<file path="config.mk">
export PLATFORM = sky130hd
export DESIGN_NAME = multi_edge_detector
export DESIGN_NICKNAME = d
export VERILOG_FILES = /design/src/rtl/multi_edge_detector.sv
export SDC_FILE = /design/constraint.sdc
export NUM_CORES = 1
export LEC_CHECK = 0
export BUFFER_PORTS_ARGS = -buffer_cell sky130_fd_sc_hd__buf_2
export CAP_MARGIN = 40
export CORE_ASPECT_RATIO = 2
export CORE_MARGIN = 1
export CORE_UTILIZATION = 42
export DETAILED_ROUTE_END_ITERATION = 12
export GPL_TIMING_DRIVEN = 1
export PLACE_DENSITY = 0.67
export SLEW_MARGIN = 25
export SYNTH_ARGS = -nofsm -noshare
export SYNTH_HDL_FRONTEND = slang
export SYNTH_SLANG_ARGS = --single-unit
export TNS_END_PERCENT = 5
</file>
<file path="constraint.sdc">
create_clock -name clk -period 1.9 [get_ports clk]
set_clock_uncertainty 0.2 [all_clocks]
set_input_delay 0.19 -clock clk [delete_from_list [all_inputs] [get_ports clk]]
set_output_delay 0.19 -clock clk [all_outputs]
set_load 0.01 [all_outputs]
</file>
<file path="src/rtl/multi_edge_detector.sv">
// Per-channel synchroniser, runtime-selected edge detector, pulse stretcher and sticky flag.
// Pulse rises SYNC_STAGES+1 clocks after an input transition and is never backpressured.
module multi_edge_detector #(
  parameter int CHANNELS    = 4,
  parameter int SYNC_STAGES = 2,
  parameter int CNT_W       = 4
) (
  input  logic                clk,
  input  logic                rst_n,
  input  logic [CHANNELS-1:0] signal_in,
  input  logic [1:0]          edge_mode,
  input  logic [CNT_W-1:0]    extend,
  input  logic                retrigger,
  input  logic [CHANNELS-1:0] flag_clear,
  output logic [CHANNELS-1:0] pulse_out,
  output logic                pulse_any,
  output logic [CHANNELS-1:0] edge_flag
);

  logic [CHANNELS-1:0] sync_q [SYNC_STAGES];
  logic [CHANNELS-1:0] prev_q;
  logic [CNT_W-1:0]    cnt_q [CHANNELS];
  logic [CHANNELS-1:0] sync_out;
  logic [CHANNELS-1:0] rise;
  logic [CHANNELS-1:0] fall;
  logic [CHANNELS-1:0] ev;

  always_ff @(posedge clk or negedge rst_n) begin
    if (!rst_n) begin
      for (int k = 0; k < SYNC_STAGES; k++) begin
        sync_q[k] <= '0;
      end
    end else begin
      sync_q[0] <= signal_in;
      for (int k = 1; k < SYNC_STAGES; k++) begin
        sync_q[k] <= sync_q[k-1];
      end
    end
  end

  assign sync_out = sync_q[SYNC_STAGES-1];

  // prev_q resets to 0, so an input held high through reset shows up as a rising edge.
  always_comb begin
    rise = sync_out & ~prev_q;
    fall = ~sync_out & prev_q;
    ev   = ({CHANNELS{edge_mode[0]}} & rise) | ({CHANNELS{edge_mode[1]}} & fall);
  end

  always_ff @(posedge clk or negedge rst_n) begin
    if (!rst_n) begin
      prev_q    <= '0;
      edge_flag <= '0;
      for (int i = 0; i < CHANNELS; i++) begin
        cnt_q[i] <= '0;
      end
    end else begin
      prev_q    <= sync_out;
      edge_flag <= (edge_flag & ~flag_clear) | ev;
      for (int i = 0; i < CHANNELS; i++) begin
        // Without retrigger, an edge inside an active pulse just lets the countdown continue.
        if (ev[i] && ((cnt_q[i] == '0) || retrigger)) begin
          cnt_q[i] <= extend;
        end else if (cnt_q[i] != '0) begin
          cnt_q[i] <= cnt_q[i] - CNT_W'(1);
        end
      end
    end
  end

  always_comb begin
    pulse_out = '0;
    for (int i = 0; i < CHANNELS; i++) begin
      pulse_out[i] = (cnt_q[i] != '0);
    end
  end

  assign pulse_any = |pulse_out;

endmodule

</file>
# [Yosys cells after proc, flatten, opt, wreduce, memory -nomap -nowiden]
# Index checks and enable logic that the tools add are counted.
[word_totals] regBits=32 in_bits=17 output_inout_bits=9
[op_classes] addsub=4 muxes=8 bitwise=10 reduce_logical=21
[op_table] op="$mux W4" count=8
[op_table] op="$and A4 B4 Y4" count=5
[op_table] op="$logic_not A4 Y1" count=4
[op_table] op="$reduce_bool A4 Y1" count=4
[op_table] op="$sub A4 B1 Y4 const B" count=4
[op_table] op="$not A4 Y4" count=3
[op_table] op="$or A4 B4 Y4" count=2
[op_table] op="$reduce_bool A2 Y1" count=4
[op_table] op="$logic_and A1 B1 Y1" count=4
[op_table] op="$logic_or A1 B1 Y1" count=4
[op_table] op="$reduce_or A4 Y1" count=1

# [Logic depth before layout (Yosys ltp)]
[depth] word_depth=6 mapped_depth=6 depth_no_buf=5

# [Worst setup path after synthesis]
# OpenSTA, ideal clock, no wires.
[synth_path] path_kind="register to output" from="register cnt_q[4] in the netlist's numbering" to="output pulse_any" t_arrival_ns=1.630 path_slack_ns=-0.120 stages_incl_launch_ff=6 cell_sequence="dfrtp_1 inv_1 ha_1 or3b_1 buf_2 or4_4"
[synth_between] elab_chain_len=2
[synth_rtl] element="from (decl)" line="22" text="logic [CNT_W-1:0] cnt_q [CHANNELS];"
[synth_rtl] element="from (signal, indexed assignment)" line="63" text="cnt_q[i] <= extend;"
[synth_rtl] element="from (signal, indexed assignment)" line="65" text="cnt_q[i] <= cnt_q[i] - CNT_W'(1);"
[synth_rtl] element="$reduce_bool A4 Y1" line="74" text="pulse_out[i] = (cnt_q[i] != '0);"
[synth_rtl] element="net pulse_out[2]" line="15" text="output logic [CHANNELS-1:0] pulse_out,"
[synth_rtl] element="$reduce_or A4 Y1" line="78" text="assign pulse_any = |pulse_out;"
[synth_rtl] element="to (decl)" line="16" text="output logic pulse_any,"
# The timed path passes the listed nets, and every way through them passes these cells.

# [Worst setup path in the final report]
[layout_path] from="register cnt_q[1] in the netlist's numbering" to="output pulse_any"
[layout_between] elab_chain_len=2
[layout_rtl] element="$reduce_bool A4 Y1" line="74"
[layout_rtl] element="$reduce_or A4 Y1" line="78"
# Every way passes these cells.

==> results list <==
- Source-to-sink clock delay at the later pin of the worst-skew pair: 0.28 ns
- Setup violations remaining at the end of the flow were counted as 5.
- Placed standard-cell area: 1950 sq um
* Static power due to leakage: between 1 and 1.5 nW
- Placeable Area: 3840 sq um
- Fraction of final layout cells with drive strength greater than 1: 37.1%
- Synthesized instance count: 145
* Routed length per placed instance: ~16 um
- The number of antenna diodes in the final layout is 0.
* Die Footprint: about 4300 sq um
* Detailed Route WL: 4050 um
* Delay of the slowest critical-path stage: ~0.54 ns
- Leaving out fill and tap cells, the most frequent cell in the layout is sky130_fd_sc_hd__dfrtp_1.
- After filler insertion, the fill cell instance count of the layout stands at around 350.
* Final Slew Violations: 0
- After synthesis, flip-flops and latches occupy 47.8% of the total area.
- List of cells traversed by the critical path: inv_2, ha_1, or3b_4, or4_4, buf_6
- Routability-driven placement finished with a final weighted congestion of about 0.83.
- The floorplan step set the die height to 91.3 um.
* Count of pins on the block boundary: 26
* Setup repair after global routing missed its margin: yes
- Category of the worst setup path launch point: register
- Cell with the largest stage delay on the worst path: sky130_fd_sc_hd__or4_4
- The synthesized design contains 32 register bits.
* Clock tree root driver cell: sky130_fd_sc_hd__clkbuf_8
* Number of global-route vias before repair: between 1k and 1.5k
- Leading cell types in the layout, fill and taps excluded: 32 x sky130_fd_sc_hd__dfrtp_1, 22 x sky130_fd_sc_hd__buf_2, 15 x sky130_fd_sc_hd__buf_4, 11 x sky130_fd_sc_hd__nand4b_1
- After the first detailed-routing iteration, the DRC count stood at 15.
- Total negative slack: -0.542 ns
* Number of warnings reported in the yosys synthesis log: 0
* Period utilisation layout: 121%
- Number of different library cells in the post-synthesis netlist: 29
* Final Hold Violating Endpoints: 0
* Std cell rows: 32
- Data arrival time of the critical path: ~1.9 ns
- Pwr dens: 1290 nW/um^2
* Detail-routed via count per cell: 5.56
- The initial antenna violation count was 0.
- Initial core utilization: between 40 and 50%
- Cells fill roughly 58% of the core in the end.
* Post-synthesis average cell area: 11.6 sq um
* # clock sinks: 32
- Worst-Margin Slew: ~0.31 ns
- F_max: 434 MHz
* Type of the tightest min-delay check: primary input to register
- Post-DP HPWL: 2950 um
* Worst-path maximum fanout: 2
- Maximum root-to-sink buffer count: 2
* Post-CTS clock slew at the launch and capture registers of the worst setup and hold paths: 0.06 ns
- Worst vdd rail ir drop: 715 uV
- Via total after detailed routing: 1380
- Pin count of the biggest net entering global routing: 33
* Maxcap violations: 0
* Design Area, Final: 2230 sq um
- The area growth from synthesis to layout is 33.2%.
- DRC errors left: 0
- GRT Residual Overflow: 0
- Synthesized area: about 1700 sq um
- At the worst endpoint, the required time is approximately 1.5 ns.
- Global-route wire length before repair: between 6000 and 7000 um
- In this run the tightest slew margin relative to its limit is ~80%.
- STA classifies the critical path endpoint as an output pin.
- The count of nets left with antenna violations once routing finished came out at 0.
* Worst setup slack before clock tree synthesis: -0.139 ns
* H-tree depth: 2
- Across every metal layer, demand over resource in global routing totals 21.2%.
* Die width: between 40 and 50 um
* Worst-case setup margin in the final layout: -0.407 ns
* Net count of the finished layout: 221
* Post-route minimum period: 2.31 ns
* Violated checks: setup timing
- TritonCTS buffer count: 5
- TritonCTS built the clock tree.
- The number of nets handed over by synthesis was 170.
- Number of buffer cells added on primary ports: 25
- Status: complete, but fails checks
* First-pass iteration count of the detailed router: 4
* Crit Path Class: register to output pin
flip-flops by register name, summed over array words and instances (netlist names):
name       cells
sync_q         4
edge_flag      4
cnt_q         16
prev_q         4
sync_out       4
repair_timing:
| action | in CTS | in global routing |
|---|---|---|
| endpoints found under the setup margin | 13 | 20 |
| setup buffers | 0 | 1 |
| gates resized for setup | 11 | 12 |
| hold buffers | 9 | 0 |
| pin swaps | 0 | 1 |
| endpoints found under the hold margin | 40 | 0 |
stage by stage:
step / power (mW) / hold slack [ns] / instances
6_report: 2.88 / 0.0383 / 248
5_1_grt: 3.08 / 0.0393 / 248
3_5_place_dp: 2.21 / 0.0825 / 229
3_3_place_gp: 2.10 / 0.0732 / 229
4_1_cts: 2.81 / 0.0355 / 246
2_1_floorplan: 1.74 / -0.306 / 145
metal layers:
| metal | wire length (um) | track usage [%] | up-vias |
|---|---|---|---|
| met1 | 1630 | 23.3 | 678 |
| met2 | 2210 | 36.1 | 36 |
| met4 | 81 | 10.2 | 0 |
| li1 | - | - | 659 |
| met5 | 0 | 0 | - |
| met3 | 132 | 4.17 | 7 |
where the power goes:
part	internal, mW	switching [mW]
clock network	0.295	0.231
logic	0.738	0.577
registers	0.888	0.156
critical path: cells and delay by family, from the launching register on:
family	cells	cell delay (ns)
AND/OR/NAND/NOR	2	0.92
adder cells (fa/ha/maj)	1	0.12
flip-flops	1	0.39
buffers and inverters	2	0.20
path summary, 6_finish.rpt:
| check | slack (ns) | cells past startpoint | endpoint | startpoint |
|---|---|---|---|---|
| setup / recovery | -0.41 | 5 | pulse_any | cnt_q[1] |
| hold / removal | 0.04 | 2 | cnt_q[2] | extend[2] |
| setup reg to reg | -0.02 | 6 | cnt_q[9] | cnt_q[8] |
| hold reg to reg | 0.15 | 0 | sync_out[3] | sync_q[7] |
| max in group asynchronous | 1.09 | 3 | prev_q[2] | rst_n |
| min in group asynchronous | 0.05 | 2 | cnt_q[8] | rst_n |
cell usage after synthesis:
cell                       number  area (sq um)
sky130_fd_sc_hd__dfrtp_1       32           801
sky130_fd_sc_hd__inv_1         11          41.3
sky130_fd_sc_hd__nand4b_1      11          96.3
sky130_fd_sc_hd__and4b_1        9          90.1
sky130_fd_sc_hd__a22o_1         8          70.1
sky130_fd_sc_hd__ha_1           8           100
sky130_fd_sc_hd__nand3b_1       8          60.1
sky130_fd_sc_hd__xor2_1         8          70.1
sky130_fd_sc_hd__a221oi_1       6          52.6
sky130_fd_sc_hd__clkbuf_1       5          18.8
sky130_fd_sc_hd__nor3_1         4          20.0
sky130_fd_sc_hd__or3b_1         4          35.0
sky130_fd_sc_hd__a211oi_1       3          22.5
sky130_fd_sc_hd__a22oi_1        3          22.5
sky130_fd_sc_hd__and3_1         3          18.8
sky130_fd_sc_hd__buf_2          3          15.0
sky130_fd_sc_hd__nand2b_1       3          18.8
sky130_fd_sc_hd__nand3_1        3          15.0
sky130_fd_sc_hd__nor4_1         3          18.8
sky130_fd_sc_hd__a221oi_2       1          15.0
sky130_fd_sc_hd__a22oi_2        1          12.5
sky130_fd_sc_hd__and2_1         1          6.26
sky130_fd_sc_hd__and3_2         1          7.51
sky130_fd_sc_hd__and4b_2        1          11.3
sky130_fd_sc_hd__nand4_1        1          6.26
sky130_fd_sc_hd__nor2_1         1          3.75
sky130_fd_sc_hd__o21ai_0        1          5.00
sky130_fd_sc_hd__o311a_1        1          10.0
sky130_fd_sc_hd__or4_4          1          11.3
logic make-up (layout without fill, tap and decap cells):
logic type	after synthesis	count (layout)	share of synthesized area, %
flops	32	32	47.8
buf+inv	19	71	4.48
xor+xnor	8	8	4.18
fa+ha+maj	8	8	5.97
compound gates	24	24	12.5
simple gates	54	54	25.0
final cells by class:
type | count | area, sq um | share of cell area, %
Timing Repair Buffer | 52 | 389 | 17.4
Clock buffer | 8 | 90.1 | 4.04
Sequential cell | 32 | 801 | 35.9
Tap cell | 51 | 63.8 | 2.86
Multi-Input combinational cell | 94 | 847 | 37.9
Inverter | 11 | 41.3 | 1.85
(Power assumes the default switching activity.)
